`config.mk`:
```
export PLATFORM = sky130hd
export DESIGN_NAME = not_arbiter
export DESIGN_NICKNAME = d
export VERILOG_FILES = /design/src/rtl/not_arbiter.sv
export SDC_FILE = /design/constraint.sdc
export NUM_CORES = 1
export LEC_CHECK = 0
export CORE_ASPECT_RATIO = 1.2
export CORE_MARGIN = 2
export CORE_UTILIZATION = 37
export DETAILED_ROUTE_END_ITERATION = 10
export GPL_TIMING_DRIVEN = 0
export PLACE_DENSITY = 0.87
export SKIP_LAST_GASP = 1
export SLEW_MARGIN = 20
export SYNTH_ARGS = -nofsm -noshare
export SYNTH_HDL_FRONTEND = slang
export SYNTH_SLANG_ARGS = --single-unit
```
`constraint.sdc`:
```
create_clock -name clk -period 2.3 [get_ports clk]
set_input_delay 0.46 -clock clk [delete_from_list [all_inputs] [get_ports clk]]
set_output_delay 0.46 -clock clk [all_outputs]
set_load 0.05 [all_outputs]
```
`src/rtl/not_arbiter.sv`:
```
// Round-robin arbiter in front of a shared registered bitwise inverter.
// Accepted words come back inverted, tagged with the requester index, from a one-entry output register.
module not_arbiter #(
    parameter int N_REQ = 4,
    parameter int WIDTH = 8,
    parameter int IDW   = $clog2(N_REQ)
) (
    input  logic                   clk,
    input  logic                   rst,
    input  logic [N_REQ-1:0]       req_valid,
    input  logic [N_REQ*WIDTH-1:0] req_data,
    output logic [N_REQ-1:0]       req_ready,
    output logic                   rsp_valid,
    output logic [WIDTH-1:0]       rsp_data,
    output logic [IDW-1:0]         rsp_id,
    input  logic                   rsp_ready
);

    localparam logic [0:0] ST_EMPTY = 1'b0;
    localparam logic [0:0] ST_FULL  = 1'b1;

    // Handshake: a word moves when req_valid[i] && req_ready[i] at a rising edge;
    // a result moves when rsp_valid && rsp_ready at a rising edge.
    logic [0:0]       state_q, state_d;
    logic [IDW-1:0]   ptr_q, ptr_d;
    logic [WIDTH-1:0] rsp_data_q, rsp_data_d;
    logic [IDW-1:0]   rsp_id_q, rsp_id_d;

    logic             slot_free;
    logic             grant_found;
    logic [IDW-1:0]   grant_idx;
    logic [IDW-1:0]   cand_idx;
    logic [WIDTH-1:0] word [N_REQ];

    always_comb begin
        for (int k = 0; k < N_REQ; k++) begin
            word[k] = req_data[k*WIDTH +: WIDTH];
        end
    end

    // Reset gates the slot so req_ready stays low while rst is held.
    assign slot_free = !rst && ((state_q == ST_EMPTY) || rsp_ready);

    always_comb begin
        grant_found = 1'b0;
        grant_idx   = '0;
        cand_idx    = '0;
        for (int k = 0; k < N_REQ; k++) begin
            cand_idx = ptr_q + IDW'(k);
            if (({1'b0, ptr_q} + (IDW+1)'(k)) >= (IDW+1)'(N_REQ)) begin
                cand_idx = ptr_q + IDW'(k) - IDW'(N_REQ);
            end
            if (!grant_found && slot_free && req_valid[cand_idx]) begin
                grant_found = 1'b1;
                grant_idx   = cand_idx;
            end
        end
    end

    assign req_ready = grant_found ? (N_REQ'(1) << grant_idx) : '0;

    always_comb begin
        state_d    = state_q;
        ptr_d      = ptr_q;
        rsp_data_d = rsp_data_q;
        rsp_id_d   = rsp_id_q;
        if (grant_found) begin
            state_d    = ST_FULL;
            rsp_data_d = ~word[grant_idx];
            rsp_id_d   = grant_idx;
            ptr_d      = (grant_idx == IDW'(N_REQ-1)) ? '0 : grant_idx + 1'b1;
        end else if ((state_q == ST_FULL) && rsp_ready) begin
            state_d = ST_EMPTY;
        end
    end

    always_ff @(posedge clk or posedge rst) begin
        if (rst) begin
            state_q    <= ST_EMPTY;
            ptr_q      <= '0;
            rsp_data_q <= '0;
            rsp_id_q   <= '0;
        end else begin
            state_q    <= state_d;
            ptr_q      <= ptr_d;
            rsp_data_q <= rsp_data_d;
            rsp_id_q   <= rsp_id_d;
        end
    end

    assign rsp_valid = (state_q == ST_FULL);
    assign rsp_data  = rsp_data_q;
    assign rsp_id    = rsp_id_q;

endmodule

```
==> qor.yml <==
crit_type: "register to primary output"
pwr-share-clk_pct: 10.0
drt_wl_total_mm: 2.94
cellLeakagePower_nw: 0.753
ant_nets: 0
violations: "setup timing"
fmax_ghz: 0.413
yosys-top-cells-area: "dfrtp_1, mux2_4, o221ai_2"
wl_met3_um: 126
drive_above_1_share_pct: 46.5
worst-path-max-fanout: 6
numCtsBuffers: 3
viasPerCell: 5.11
reg2reg_from: "ptr_q[1]"
synth_top_family_by_area: "multiplexers"
drt_first_pass_iters: 4
cp.arrival_ns: 1.96
clock-sinks: 13
gp_congestion: 0.665
htreeDepth: 1
synth_edf_count: 0
placedCellCount: 166
fin_crit_ns: 2.42
dieArea_um2: 2930
finalSetupTns_ns: -0.273
crit_path_end_kind: "primary output"
grt_pass1_vias: 1064
syn-cell-area_um2: 931
top_layer: "met4"
rows: 19
yosys-top-cells-count: "dfrtp_1, nand2_1, mux2_4, mux2_2"
yosys.cell_count.top_type: "dfrtp_1"
core_area_um2: 2330
wl_met2_mm: 1.66
clock_path_buffers: 2
die_height_um: 58.9
syn-num-nets: 122
drv_cap: 0
wl_met1_mm: 1.07
pwr_density_cell_nw_per_um2: 812
start_util_pct: 40.0
synth.distinct_cells: 27
synth_cells: 82
seqPwrFrac_pct: 24.7
io_buffer_count: 53
drc: 0
maxSlewHeadroom_pct: 65.2
detail_route.wl_per_cell_um: 15.8
vias: 950
synth_xor_area_share_pct: 0
ys_seq_area_share_pct: 34.9
ys_ff_latch: 13
r2r_slack_ns: 0.22
finalSetupViolations: 3
clock-root-buffer: "clkbuf_4"
diodes: 0
r2r_end: "rsp_data[5]"
setup_slack_ns: -0.122
synth_area_leader_cell: "dfrtp_1"
cts_tree: "built"
grt_pass1_wl_mm: 4.78
path_clk_slew_ns: 0.09
slew_viol_final: 0
synth_compound_gate_area_share_pct: 22.0
rsz0062_at_grt: "true"
layout.cells.non_filler: 186
ys_warn_count: 0
dp_hpwl_mm: 1.95
yosys.area_share.simple_pct: 8.74
n_fill_cell: 161
async_reset_ff_share_pct: 100
r2r_cells: 11
switching_share_pct: 43.5
avgSynthCellArea_um2: 11.4
outcome: "complete, but fails checks"
grt-ovfl-total: 0
post-route-period-util_pct: 105
grt_max_degree: 14
hp-class: "primary input to asynchronous set/reset pin"
die_w_um: 49.8
peakVddDrop_uv: 516
synthAdderAreaFrac_pct: 1.34
p_sw_mw: 0.615
synthFlopType: "dfrtp_1"
fin_worst_skew_ns: 0.00315
cp-start-kind: "register"
insertion_delay_ns: 0.27
synth_top_area_share_pct: 34.9
area_growth_pct: 87.4
drt_iter0_markers: 17
worst_pin_slew_ns: 0.521
io_pins: 54
grt_use_total_pct: 21.5
p_int_mw: 0.800
nNetsFinal: 196
antenna_found_initial: 0
p_comb_share_pct: 65.3
hold_violations: 0
yosys-mux-area-fraction_pct: 25.3
crit_required_ns: 1.84
through the flow:
stage / total power, mW / setup slack [ns] / hold slack (ns) / instance area (um2) / util [%]
2_1_floorplan: 0.899 / -0.0106 / 0.345 / 948 / -
3_3_place_gp: 1.14 / -1.24 / 0.464 / 1520 / 65.1
3_5_place_dp: 1.16 / -1.34 / 0.471 / 1520 / 65.1
4_1_cts: 1.40 / -0.0573 / 0.364 / 1740 / 74.7
5_1_grt: 1.48 / -0.242 / 0.383 / 1740 / 74.9
6_report: 1.42 / -0.122 / 0.372 / 1740 / 74.9
timing repair:
item / CTS / global route
resized for setup: 57 / 5
hold buffers: 0 / 0
setup endpoints to repair: 5 / 6
endpoints found under the hold margin: 0 / 0
gates cloned: 0 / 0
setup buffers: 18 / 3
pin swaps: 10 / 5
cells in the final DEF, fill, tap and decap left out, drive strengths merged, types with 2 or more instances in the layout:
cell type,netlist,routed
and2,2,2
nor2,4,4
dfrtp,13,13
inv,6,5
clkdlybuf4s15,0,2
clkbuf,2,5
nand2,11,11
dlygate4sd2,0,3
o21ai,2,2
o221ai,8,8
mux2,17,17
clkdlybuf4s50,0,43
a21oi,4,4
buf,4,25
state kept, by name (all words and copies together) (netlist names):
name,flops
rsp_id,2
rsp_data,8
ptr_q,2
rsp_valid,1
kinds of logic (layout without fill, tap and decap cells):
logic type	after synthesis	after routing
multiplexers	18	18
flip-flops	13	13
AO/OA/AOI/OAI	19	19
buffers and inverters	12	85
adder cells (fa/ha/maj)	1	1
AND/OR/NAND/NOR	19	19
layer usage:
metal / vias to the layer above / GRT usage [%]
met5: - / 0
met4: 0 / 7.94
met2: 44 / 45.0
li1: 440 / -
met3: 10 / 2.79
met1: 456 / 20.9
area by class of cell:
cell class                 instances  area (um2)  area share [%]
clock buffer                       3        22.5            1.29
buffer                             5        58.8            3.37
sequential                        13         327            18.7
multi-input combinational         57         599            34.4
clock inverter                     1        5.00           0.287
tap                               31        38.8            2.22
timing repair buffer              70         664            38.1
inverter                           6        28.8            1.65
power groups by stage:
| stage | logic [mW] | registers [mW] | clock network, mW |
|---|---|---|---|
| CTS | 0.906 | 0.349 | 0.142 |
| global placement | 0.794 | 0.348 | 0 |
| detailed placement | 0.812 | 0.352 | 0 |
| floorplan | 0.336 | 0.563 | 0 |
| global route | 0.972 | 0.358 | 0.153 |
| finish | 0.924 | 0.350 | 0.141 |
how the worst max path moves through the flow:
| stage | from | end | slack [ns] |
|---|---|---|---|
| 2_1_floorplan | rst | req_ready[3] | -0.01 |
| 3_3_place_gp | rst | req_ready[3] | -1.24 |
| 3_5_place_dp | rst | req_ready[3] | -1.34 |
| 4_1_cts | req_valid[1] | req_ready[3] | -0.06 |
| 5_1_grt | ptr_q[1] | req_ready[3] | -0.24 |
| 6_report | ptr_q[1] | req_ready[3] | -0.12 |
worst max-delay path, cell delays in order (launching register included):
cell and delay [ns]:
dfrtp_2 0.44, mux2i_1 0.20, nor2_1 0.07, a311oi_2 0.26, nand2_1 0.12, buf_6 0.15
inv_4 0.06, ha_4 0.12, inv_2 0.04, nor2_4 0.09, buf_8 0.15
Note: power is estimated with default switching activity, not from simulation.
